===== config.mk =====
export PLATFORM = sky130hd
export DESIGN_NAME = inst_cache_flat
export DESIGN_NICKNAME = d
export VERILOG_FILES = /design/src/rtl/inst_cache_pkg.sv /design/src/rtl/inst_cache_if.sv /design/src/rtl/icache_line_array.sv /design/src/rtl/inst_cache.sv /design/src/flat_wrapper.sv
export SDC_FILE = /design/constraint.sdc
export NUM_CORES = 2
export LEC_CHECK = 0
export ABC_AREA = 1
export BUFFER_PORTS_ARGS = -buffer_cell sky130_fd_sc_hd__buf_2
export CELL_PAD_IN_SITES_DETAIL_PLACEMENT = 2
export CELL_PAD_IN_SITES_GLOBAL_PLACEMENT = 2
export CORE_ASPECT_RATIO = 1.1
export CORE_MARGIN = 1.5
export CORE_UTILIZATION = 30
export CTS_BUF_LIST = sky130_fd_sc_hd__clkbuf_4
export DETAILED_ROUTE_END_ITERATION = 10
export PLACE_DENSITY = 0.54
export RECOVER_POWER = 50
export SLEW_MARGIN = 20
export SYNTH_ARGS = -nofsm -noshare
export SYNTH_HDL_FRONTEND = slang
export SYNTH_SLANG_ARGS = --single-unit

===== constraint.sdc =====
create_clock -name clk -period 10.4 [get_ports clk]
set_input_delay 2.08 -clock clk [delete_from_list [all_inputs] [get_ports clk]]
set_output_delay 2.08 -clock clk [all_outputs]
set_load 0.03 [all_outputs]

===== src/rtl/inst_cache_pkg.sv =====
// inst_cache_pkg: shared address/block constants, FSM state type and word-select helper for inst_cache
package inst_cache_pkg;
  localparam int ADDR_WIDTH = 32;
  localparam int ICACHE_INST_BLOCK_SIZE = 128;
  localparam int ICACHE_INDEX_BITS = 4;
  typedef logic [ADDR_WIDTH-1:0] addr_t;
  typedef enum logic {IDLE, WAIT} state_t;
  function automatic logic [31:0] word_sel(input logic [ICACHE_INST_BLOCK_SIZE-1:0] b, input logic [1:0] w);
    return b[32*w +: 32];
  endfunction
endpackage


===== src/rtl/inst_cache_if.sv =====
// inst_cache_if: IFU fetch and memory-controller refill signals; slave = cache side, master = IFU/MC side
interface inst_cache_if #(parameter int BLOCK_BITS = 128);
  logic [31:0] pc_from_ifu;
  logic req_from_ifu;
  logic rollback_from_ifu;
  logic hit_to_ifu;
  logic [31:0] inst_to_ifu;
  logic [31:0] pc_to_mc;
  logic enable_to_mc;
  logic rollback_to_mc;
  logic finish_from_mc;
  logic [BLOCK_BITS-1:0] block_from_mc;
  modport slave(
    input pc_from_ifu, req_from_ifu, rollback_from_ifu, finish_from_mc, block_from_mc,
    output hit_to_ifu, inst_to_ifu, pc_to_mc, enable_to_mc, rollback_to_mc
  );
  modport master(
    output pc_from_ifu, req_from_ifu, rollback_from_ifu, finish_from_mc, block_from_mc,
    input hit_to_ifu, inst_to_ifu, pc_to_mc, enable_to_mc, rollback_to_mc
  );
endinterface


===== src/rtl/icache_line_array.sv =====
// icache_line_array: valid/tag/data storage; async read, sync write, valid bits cleared async by rst
module icache_line_array #(
  parameter int INDEX_BITS = 4,
  parameter int TAG_BITS = 24,
  parameter int BLOCK_BITS = 128
) (
  input  logic                  clk,
  input  logic                  rst,
  input  logic                  we,
  input  logic [INDEX_BITS-1:0] windex,
  input  logic [TAG_BITS-1:0]   wtag,
  input  logic [BLOCK_BITS-1:0] wdata,
  input  logic [INDEX_BITS-1:0] rindex,
  output logic                  rvalid,
  output logic [TAG_BITS-1:0]   rtag,
  output logic [BLOCK_BITS-1:0] rdata
);
  localparam int LINES = 1 << INDEX_BITS;
  logic [LINES-1:0] valid;
  logic [TAG_BITS-1:0] tags [LINES];
  logic [BLOCK_BITS-1:0] data [LINES];
  always_ff @(posedge clk or posedge rst)
    if (rst) valid <= '0;
    else if (we) valid[windex] <= 1'b1;
  always_ff @(posedge clk)
    if (we) begin
      tags[windex] <= wtag;
      data[windex] <= wdata;
    end
  assign rvalid = valid[rindex];
  assign rtag = tags[rindex];
  assign rdata = data[rindex];
endmodule


===== src/rtl/inst_cache.sv =====
// inst_cache: direct-mapped instruction cache between IFU and memory controller
// ports: clk, rst (async, active-high), rdy (global stall), bus (inst_cache_if.slave);
// with ICACHE_STATS_EN defined, adds saturating hit_count/miss_count outputs
module inst_cache
  import inst_cache_pkg::*;
#(
  parameter int INDEX_BITS = ICACHE_INDEX_BITS,
  parameter int BLOCK_BITS = ICACHE_INST_BLOCK_SIZE
) (
  input  logic clk,
  input  logic rst,
  input  logic rdy,
  inst_cache_if.slave bus
`ifdef ICACHE_STATS_EN
  ,
  output logic [31:0] hit_count,
  output logic [31:0] miss_count
`endif
);
  localparam int TAG_BITS = 32 - 4 - INDEX_BITS;
  state_t state_q, state_d;
  logic [1:0] off_q, off_d;
  logic hit_d, en_d, rb_d, we, line_hit, rvalid, accept;
  logic [31:0] inst_d;
  addr_t pc_mc_d;
  logic [TAG_BITS-1:0] rtag;
  logic [BLOCK_BITS-1:0] rdata;
  logic unused;
  assign unused = ^bus.pc_from_ifu[1:0];
  icache_line_array #(.INDEX_BITS(INDEX_BITS), .TAG_BITS(TAG_BITS), .BLOCK_BITS(BLOCK_BITS)) u_lines (
    .clk(clk),
    .rst(rst),
    .we(we && rdy),
    .windex(bus.pc_to_mc[4 +: INDEX_BITS]),
    .wtag(bus.pc_to_mc[4+INDEX_BITS +: TAG_BITS]),
    .wdata(bus.block_from_mc),
    .rindex(bus.pc_from_ifu[4 +: INDEX_BITS]),
    .rvalid(rvalid),
    .rtag(rtag),
    .rdata(rdata)
  );
  assign line_hit = rvalid && rtag == bus.pc_from_ifu[4+INDEX_BITS +: TAG_BITS];
  assign accept = state_q == IDLE && bus.req_from_ifu && !bus.rollback_from_ifu;
  always_comb begin
    state_d = state_q;
    off_d = off_q;
    hit_d = 1'b0;
    inst_d = bus.inst_to_ifu;
    pc_mc_d = bus.pc_to_mc;
    en_d = 1'b0;
    rb_d = 1'b0;
    we = 1'b0;
    if (accept && line_hit) begin
      hit_d = 1'b1;
      inst_d = word_sel(rdata, bus.pc_from_ifu[3:2]);
    end else if (accept) begin
      off_d = bus.pc_from_ifu[3:2];
      pc_mc_d = {bus.pc_from_ifu[31:4], 4'b0};
      en_d = 1'b1;
      state_d = WAIT;
    end
    if (state_q == WAIT && bus.finish_from_mc) begin
      // a coincident rollback still fills the line but suppresses the answer
      we = 1'b1;
      state_d = IDLE;
      hit_d = !bus.rollback_from_ifu;
      inst_d = bus.rollback_from_ifu ? bus.inst_to_ifu : word_sel(bus.block_from_mc, off_q);
    end else if (state_q == WAIT && bus.rollback_from_ifu) begin
      rb_d = 1'b1;
      state_d = IDLE;
    end
  end
  always_ff @(posedge clk or posedge rst)
    if (rst) begin
      state_q <= IDLE;
      off_q <= '0;
      bus.hit_to_ifu <= 1'b0;
      bus.inst_to_ifu <= '0;
      bus.pc_to_mc <= '0;
      bus.enable_to_mc <= 1'b0;
      bus.rollback_to_mc <= 1'b0;
    end else if (rdy) begin
      state_q <= state_d;
      off_q <= off_d;
      bus.hit_to_ifu <= hit_d;
      bus.inst_to_ifu <= inst_d;
      bus.pc_to_mc <= pc_mc_d;
      bus.enable_to_mc <= en_d;
      bus.rollback_to_mc <= rb_d;
    end else begin
      bus.hit_to_ifu <= 1'b0;
      bus.enable_to_mc <= 1'b0;
      bus.rollback_to_mc <= 1'b0;
    end
`ifdef ICACHE_STATS_EN
  always_ff @(posedge clk or posedge rst)
    if (rst) begin
      hit_count <= '0;
      miss_count <= '0;
    end else if (rdy && accept) begin
      if (line_hit && ~&hit_count) hit_count <= hit_count + 32'd1;
      if (!line_hit && ~&miss_count) miss_count <= miss_count + 32'd1;
    end
`endif
endmodule

===== src/flat_wrapper.sv =====
// flat-port wrapper written by rule: the top's interface ports become plain ports
module inst_cache_flat import inst_cache_pkg::*;
#(
  parameter int INDEX_BITS = ICACHE_INDEX_BITS,
  parameter int BLOCK_BITS = ICACHE_INST_BLOCK_SIZE
)
  (clk, rst, rdy, bus_pc_from_ifu, bus_req_from_ifu, bus_rollback_from_ifu, bus_finish_from_mc, bus_block_from_mc, bus_hit_to_ifu, bus_inst_to_ifu, bus_pc_to_mc, bus_enable_to_mc, bus_rollback_to_mc);
  inst_cache_if #(.BLOCK_BITS(BLOCK_BITS)) bus_i ();
  input  logic clk;
  input  logic rst;
  input  logic rdy;
  input wire logic [$bits(bus_i.pc_from_ifu)-1:0] bus_pc_from_ifu;
  input wire logic [$bits(bus_i.req_from_ifu)-1:0] bus_req_from_ifu;
  input wire logic [$bits(bus_i.rollback_from_ifu)-1:0] bus_rollback_from_ifu;
  input wire logic [$bits(bus_i.finish_from_mc)-1:0] bus_finish_from_mc;
  input wire logic [$bits(bus_i.block_from_mc)-1:0] bus_block_from_mc;
  output wire logic [$bits(bus_i.hit_to_ifu)-1:0] bus_hit_to_ifu;
  output wire logic [$bits(bus_i.inst_to_ifu)-1:0] bus_inst_to_ifu;
  output wire logic [$bits(bus_i.pc_to_mc)-1:0] bus_pc_to_mc;
  output wire logic [$bits(bus_i.enable_to_mc)-1:0] bus_enable_to_mc;
  output wire logic [$bits(bus_i.rollback_to_mc)-1:0] bus_rollback_to_mc;
  assign bus_i.pc_from_ifu = bus_pc_from_ifu;
  assign bus_i.req_from_ifu = bus_req_from_ifu;
  assign bus_i.rollback_from_ifu = bus_rollback_from_ifu;
  assign bus_i.finish_from_mc = bus_finish_from_mc;
  assign bus_i.block_from_mc = bus_block_from_mc;
  assign bus_hit_to_ifu = bus_i.hit_to_ifu;
  assign bus_inst_to_ifu = bus_i.inst_to_ifu;
  assign bus_pc_to_mc = bus_i.pc_to_mc;
  assign bus_enable_to_mc = bus_i.enable_to_mc;
  assign bus_rollback_to_mc = bus_i.rollback_to_mc;
  inst_cache #(.INDEX_BITS(INDEX_BITS), .BLOCK_BITS(BLOCK_BITS)) u_core (.clk(clk), .rst(rst), .rdy(rdy), .bus(bus_i));
endmodule

### After elaboration in Yosys (flattened, before gate mapping)

Memories as Yosys holds them, arrays and structs flattened.
Cells that the tools add are included.

* bits in writable memories: 2432
* memories kept: 2
* register bits: 82
* output and inout port bits: 67
* word-level logic and storage cells: 58
* bits of input ports: 166

* equal/unequal tests: 3
* shifts and indexed selects: 2
* reductions and logical operators: 14
* bitwise operators: 3
* $lt $le $gt $ge: 3
* multiplexer cells: 23

Memory list
* u_core.u_lines.data: depth 16, bits a word 128, rd ports 1, clocked after memory_dff 0, write ports 1, RTL line icache_line_array.sv:21 `logic [BLOCK_BITS-1:0] data [LINES];`
* u_core.u_lines.tags: depth 16, bits a word 24, rd ports 1, clocked after memory_dff 0, write ports 1, RTL line icache_line_array.sv:20 `logic [TAG_BITS-1:0] tags [LINES];`

Operator list (number)
* 128-bit by 8-bit indexed part select with 32-bit output: 2
* 32-bit 2-to-1 mux: 3
* 24-bit == test: 1
* 1-bit 2-to-1 mux: 18
* 16-bit bitwise OR: 1
* 4-bit by 5-bit less-than comparator with 1-bit output (second input constant): 2
* 3-bit AND reduction: 3
* 1-bit logical AND: 8
* 1-bit binary-select mux with 4-bit select: 1
* 1-bit demux with 4-bit select: 1
* 4-bit by 1-bit >= comparator with 1-bit output (second input constant): 1
* 3-bit != test (second input constant): 1
* 3-bit nonzero test: 1
* 2-bit != test (second input constant): 1
* 1-bit inverter: 2
* 2-bit nonzero test: 1
* 1-bit zero test: 1

### Logic depth before layout (Yosys ltp)

* depth in word-level cells: 7
* depth in mapped cells: 22

### Hierarchy

From an unflattened synthesis, not the netlist that was laid out.

* cell total of the unflattened synthesis: 9757
* area, all modules: 105906.6 um^2

By module, submodules not included
* icache_line_array: sequential area each 73430.4 um^2, area each 100572.7 um^2, instances 1, cells each 8939
* inst_cache: sequential area each 1651.6 um^2, area each 5333.9 um^2, instances 1, cells each 818

### Worst setup path after synthesis

No wires, ideal clock.

* path type: input -> register
* from: input bus_finish_from_mc
* to: register u_core.u_lines.valid[4]
* data arrival time: 9.576 ns
* buffers on the path: 0
* data required time: 10.294 ns
* stages: 5
* path slack: 0.718 ns
* library setup time: 0.106 ns
* cell sequence: nand2_1 nor2_1 nand3_1 nor2_1 or2_2

* word-level cells in the longest chain between the ends: 3

RTL lines
* start: declaration: RTL line flat_wrapper.sv:15 `input wire logic [$bits(bus_i.finish_from_mc)-1:0] bus_finish_from_mc;`
* 1-bit logical AND: RTL line inst_cache.sv:62 `if (state_q == WAIT && bus.finish_from_mc) begin`
* 1-bit 2-to-1 mux: RTL line inst_cache.sv:62
* 1-bit logical AND: RTL line inst_cache.sv:33 `.we(we && rdy),`
* end signal: assignment: RTL line icache_line_array.sv:23 `if (rst) valid <= '0;`
* end signal: indexed assignment: RTL line icache_line_array.sv:24 `else if (we) valid[windex] <= 1'b1;`
* end: declaration: RTL line icache_line_array.sv:19 `logic [LINES-1:0] valid;`

No other way between the ends.
A chain may end at the register's enable or synchronous reset.

==> flow_summary_export.csv <==
group,metric,value,unit
min_path,hp-class,"register to register",
clocking,cts_root_buf,"clkbuf_4",
timing,hold_viol,0,
synthesis,syn_inst,8026,
global_route,overflow,0,
worst_setup_path,crit_type,"primary input to asynchronous set/reset pin",
finish,stdcell_count,13426,
clocking,cts.sinks,2514,
finish,nets,8672,
floorplan,io_pins,233,
min_path,min-delay-start,"u_core.u_lines.valid[15]$_DFFE_PP0P_",
routing,routed_wirelength,376800,um
synthesis,synth_seq_area_share,0.7484,
synthesis,synth_edf_count,2432,
routing,drtIter0Drc,3925,
floorplan,die_w,554.4,um
global_route,grt_pass1_wl,541900,um
place,io_buffers,226,
timing,min_period,6.783,ns
synthesis,synth_top_flop_cell,"edfxtp_1",
floorplan,start_util,0.3017,
floorplan,die_h,609.5,um
min_path,whs_path_depth,2,
clocking,cts_hold_buf,0,
finish,syn_to_final_growth,14.56,%
status,status,"finished, violations left",
timing,finalClockSkew,0.09249,ns
finish,drive_gt1_frac,0.1545,
worst_setup_path,crit_required,10.60,ns
synthesis,synth_seq_cells,2514,
worst_setup_path,path_cells,"buf_2 > clkinvlp_2 > clkbuf_1",
worst_setup_path,cp_num_buf_inv,3,
status,violations,"capacitance limit, slew limit",
synthesis,synth_cell_types,32,
finish,design_area,114900,sq um
power_and_ir_drop,peakVddDrop,0.1079,mV
routing,drtPass1Iterations,5,
synthesis,yosys_warnings,0,
min_path,hold_end,"u_core.u_lines.valid[15]$_DFFE_PP0P_",
timing,period_share,0.6522,
worst_setup_path,cp_top_family,"buffers and inverters",
worst_setup_path,rrSetupSlack,4.71,ns
place,placed_area,106000,sq um
worst_setup_path,max_stage_delay,2.85,ns
timing,hold_ws,0.4658,ns
job,drv_cap,3,
global_route,grt_pass1_vias,76566,
clocking,cts_setup_buffers,0,
timing,finalSetupViolations,0,
floorplan,die_area,337900,sq um
global_route,antenna_found_initial,67,
power_and_ir_drop,p_leak,38.85,nW
worst_setup_path,crit_fanout,50,
timing,finalMaxSlewViolations,101,
global_route,grt_max_degree,161,
worst_setup_path,ff2ff_path_depth,6,
clocking,clkTransAtPathRegs,0.06,ns
synthesis,synth_area_per_cell,12.50,sq um
worst_setup_path,cp_data_arrival_time,6.98,ns
routing,wl_per_cell,28.07,um
synthesis,synth_area,100300,sq um
place,pre_cts_ws,3.677,ns
clocking,clockBufferDepth,4,
routing,route.detailed.drc,0,
routing,vias,70456,
timing,maxSlewHeadroom,-1.605,
place,dp_cells,12178,
timing,fmaxAchievable,0.1474,GHz
finish,final_util,0.3457,
worst_setup_path,slowest_stage,"clkbuf_1",
worst_setup_path,timing.rr.start,"u_core.state_q$_DFFE_PP0P_",
clocking,htree_levels,6,
power_and_ir_drop,power.density,207.7,nW/um^2
routing,post_drt_via_cell_ratio,5.248,
place,hpwl,188500,um
routing,ant_nets,0,
floorplan,core-area,332500,sq um
synthesis,async_flop_share,0.03262,
place,place.gp.congestion,0.7180,
worst_setup_path,endpoint_kind,"asynchronous set/reset pin",
timing,rsz0062_at_grt,"false",
clocking,cts_tree,"yes",
clocking,cts-resized-gates,0,
clocking,cts_buffers,694,
worst_setup_path,r2r_end,"u_core.u_lines.data[15][111]$_DFFE_PP_",
clocking,clk-insertion-delay-late,1.56,ns
worst_setup_path,start_kind,"primary input",
floorplan,rows,222,
global_route,grt.total_usage,0.2191,
timing,worstMarginPinSlew,3.908,ns
timing,finalSetupTns,0,ns
power_and_ir_drop,finalPower,23.88,mW
timing,fin_ws,3.617,ns
cell families after synthesis:
logic type | Yosys count | synth area share
AO/OA/AOI/OAI | 1798 | 0.09935
buffers and inverters | 689 | 0.02983
AND/OR/NAND/NOR | 3024 | 0.1224
flip-flops | 2514 | 0.7484
other | 1 | 0.00003738
cell usage in the layout, fill, tap and decap left out, types with 4 or more instances in the layout:
master / instances
edfxtp_1: 2432
nor2_1: 1229
o21ai_0: 1151
clkbuf_4: 1078
nand2_1: 1067
nand3_1: 686
o22ai_1: 470
clkbuf_1: 131
inv_1: 105
clkinv_1: 98
buf_4: 95
buf_2: 92
dfrtp_1: 80
o21ai_1: 57
o221ai_1: 57
o32ai_1: 32
buf_12: 29
diode_2: 24
inv_2: 17
nor2_4: 15
clkinvlp_4: 15
a21oi_1: 14
bufinv_16: 14
or2_2: 13
o211ai_1: 10
nand3b_1: 5
clkinv_2: 4
conb_1: 4
buf_8: 4
final cells by class:
cell class,count,area (sq um)
fill,34783,217600
sequential,2514,75090
multi-input combinational,4826,22400
clock buffer,1078,8093
tap,4368,5465
timing repair buffer,353,2345
clock inverter,146,991.0
inverter,117,488.0
antenna,24,60.06
synth_stat cells, types with 47 or more instances:
cell type / count / area (sq um)
o21ai_1: 57 / 285.3
nand2_1: 1069 / 4013
buf_1: 47 / 176.4
edfxtp_1: 2432 / 73030
buf_2: 158 / 790.8
clkbuf_1: 321 / 1205
o221ai_1: 57 / 499.2
o22ai_1: 470 / 2940
dfrtp_1: 82 / 2052
nor2_1: 1244 / 4669
nand3_1: 686 / 3433
o21ai_0: 1151 / 5761
inv_1: 107 / 401.6
where the power goes:
part / switching (mW) / total (mW) / internal [mW]
Clock: 4.34 / 9.36 / 5.02
Sequential: 0.409 / 12.0 / 11.6
Combinational: 1.92 / 2.47 / 0.552
flip-flops by register name, summed over array words and instances, names as in the netlist:
signal,count
u_core.bus.inst_to_ifu,32
u_core.u_lines.data,2048
u_core.u_lines.valid,16
u_core.bus.pc_to_mc,28
u_core.state_q,1
u_core.off_q,2
u_core.u_lines.tags,384
u_core.bus.hit_to_ifu,1
u_core.bus.enable_to_mc,1
u_core.bus.rollback_to_mc,1
per-layer routing:
layer | global-route usage | routed length, um | part of all wire
met2 | 0.3754 | 185300 | 0.49
met5 | 0 | 89 | 0.00024
met1 | 0.2866 | 166300 | 0.44
met3 | 0.03200 | 15510 | 0.041
met4 | 0.06296 | 9594 | 0.025
worst max path at each step:
stage                                                   start                                      to  slack, ns  cells past startpoint
after CTS                 u_core.bus.pc_to_mc[12]$_DFFE_PP0P_                        bus_pc_to_mc[12]       5.38                      1
after global placement                     bus_pc_from_ifu[5]   u_core.bus.inst_to_ifu[5]$_DFFE_PP0P_       3.72                     18
final                                                     rst             u_core.off_q[1]$_DFFE_PP0P_       3.62                      3
after detailed placement                   bus_pc_from_ifu[4]  u_core.bus.inst_to_ifu[11]$_DFFE_PP0P_       3.68                     15
after global routing                                      rst             u_core.off_q[1]$_DFFE_PP0P_       3.26                      3
after floorplan                            bus_finish_from_mc     u_core.u_lines.valid[4]$_DFFE_PP0P_       0.72                      5
worst min-delay path, stage by stage, from the launching register on:
cell and delay, ns:
dfrtp_1 0.32, inv_1 0.05, o21ai_0 0.06
No activity file was read; power rests on OpenSTA's default activity.
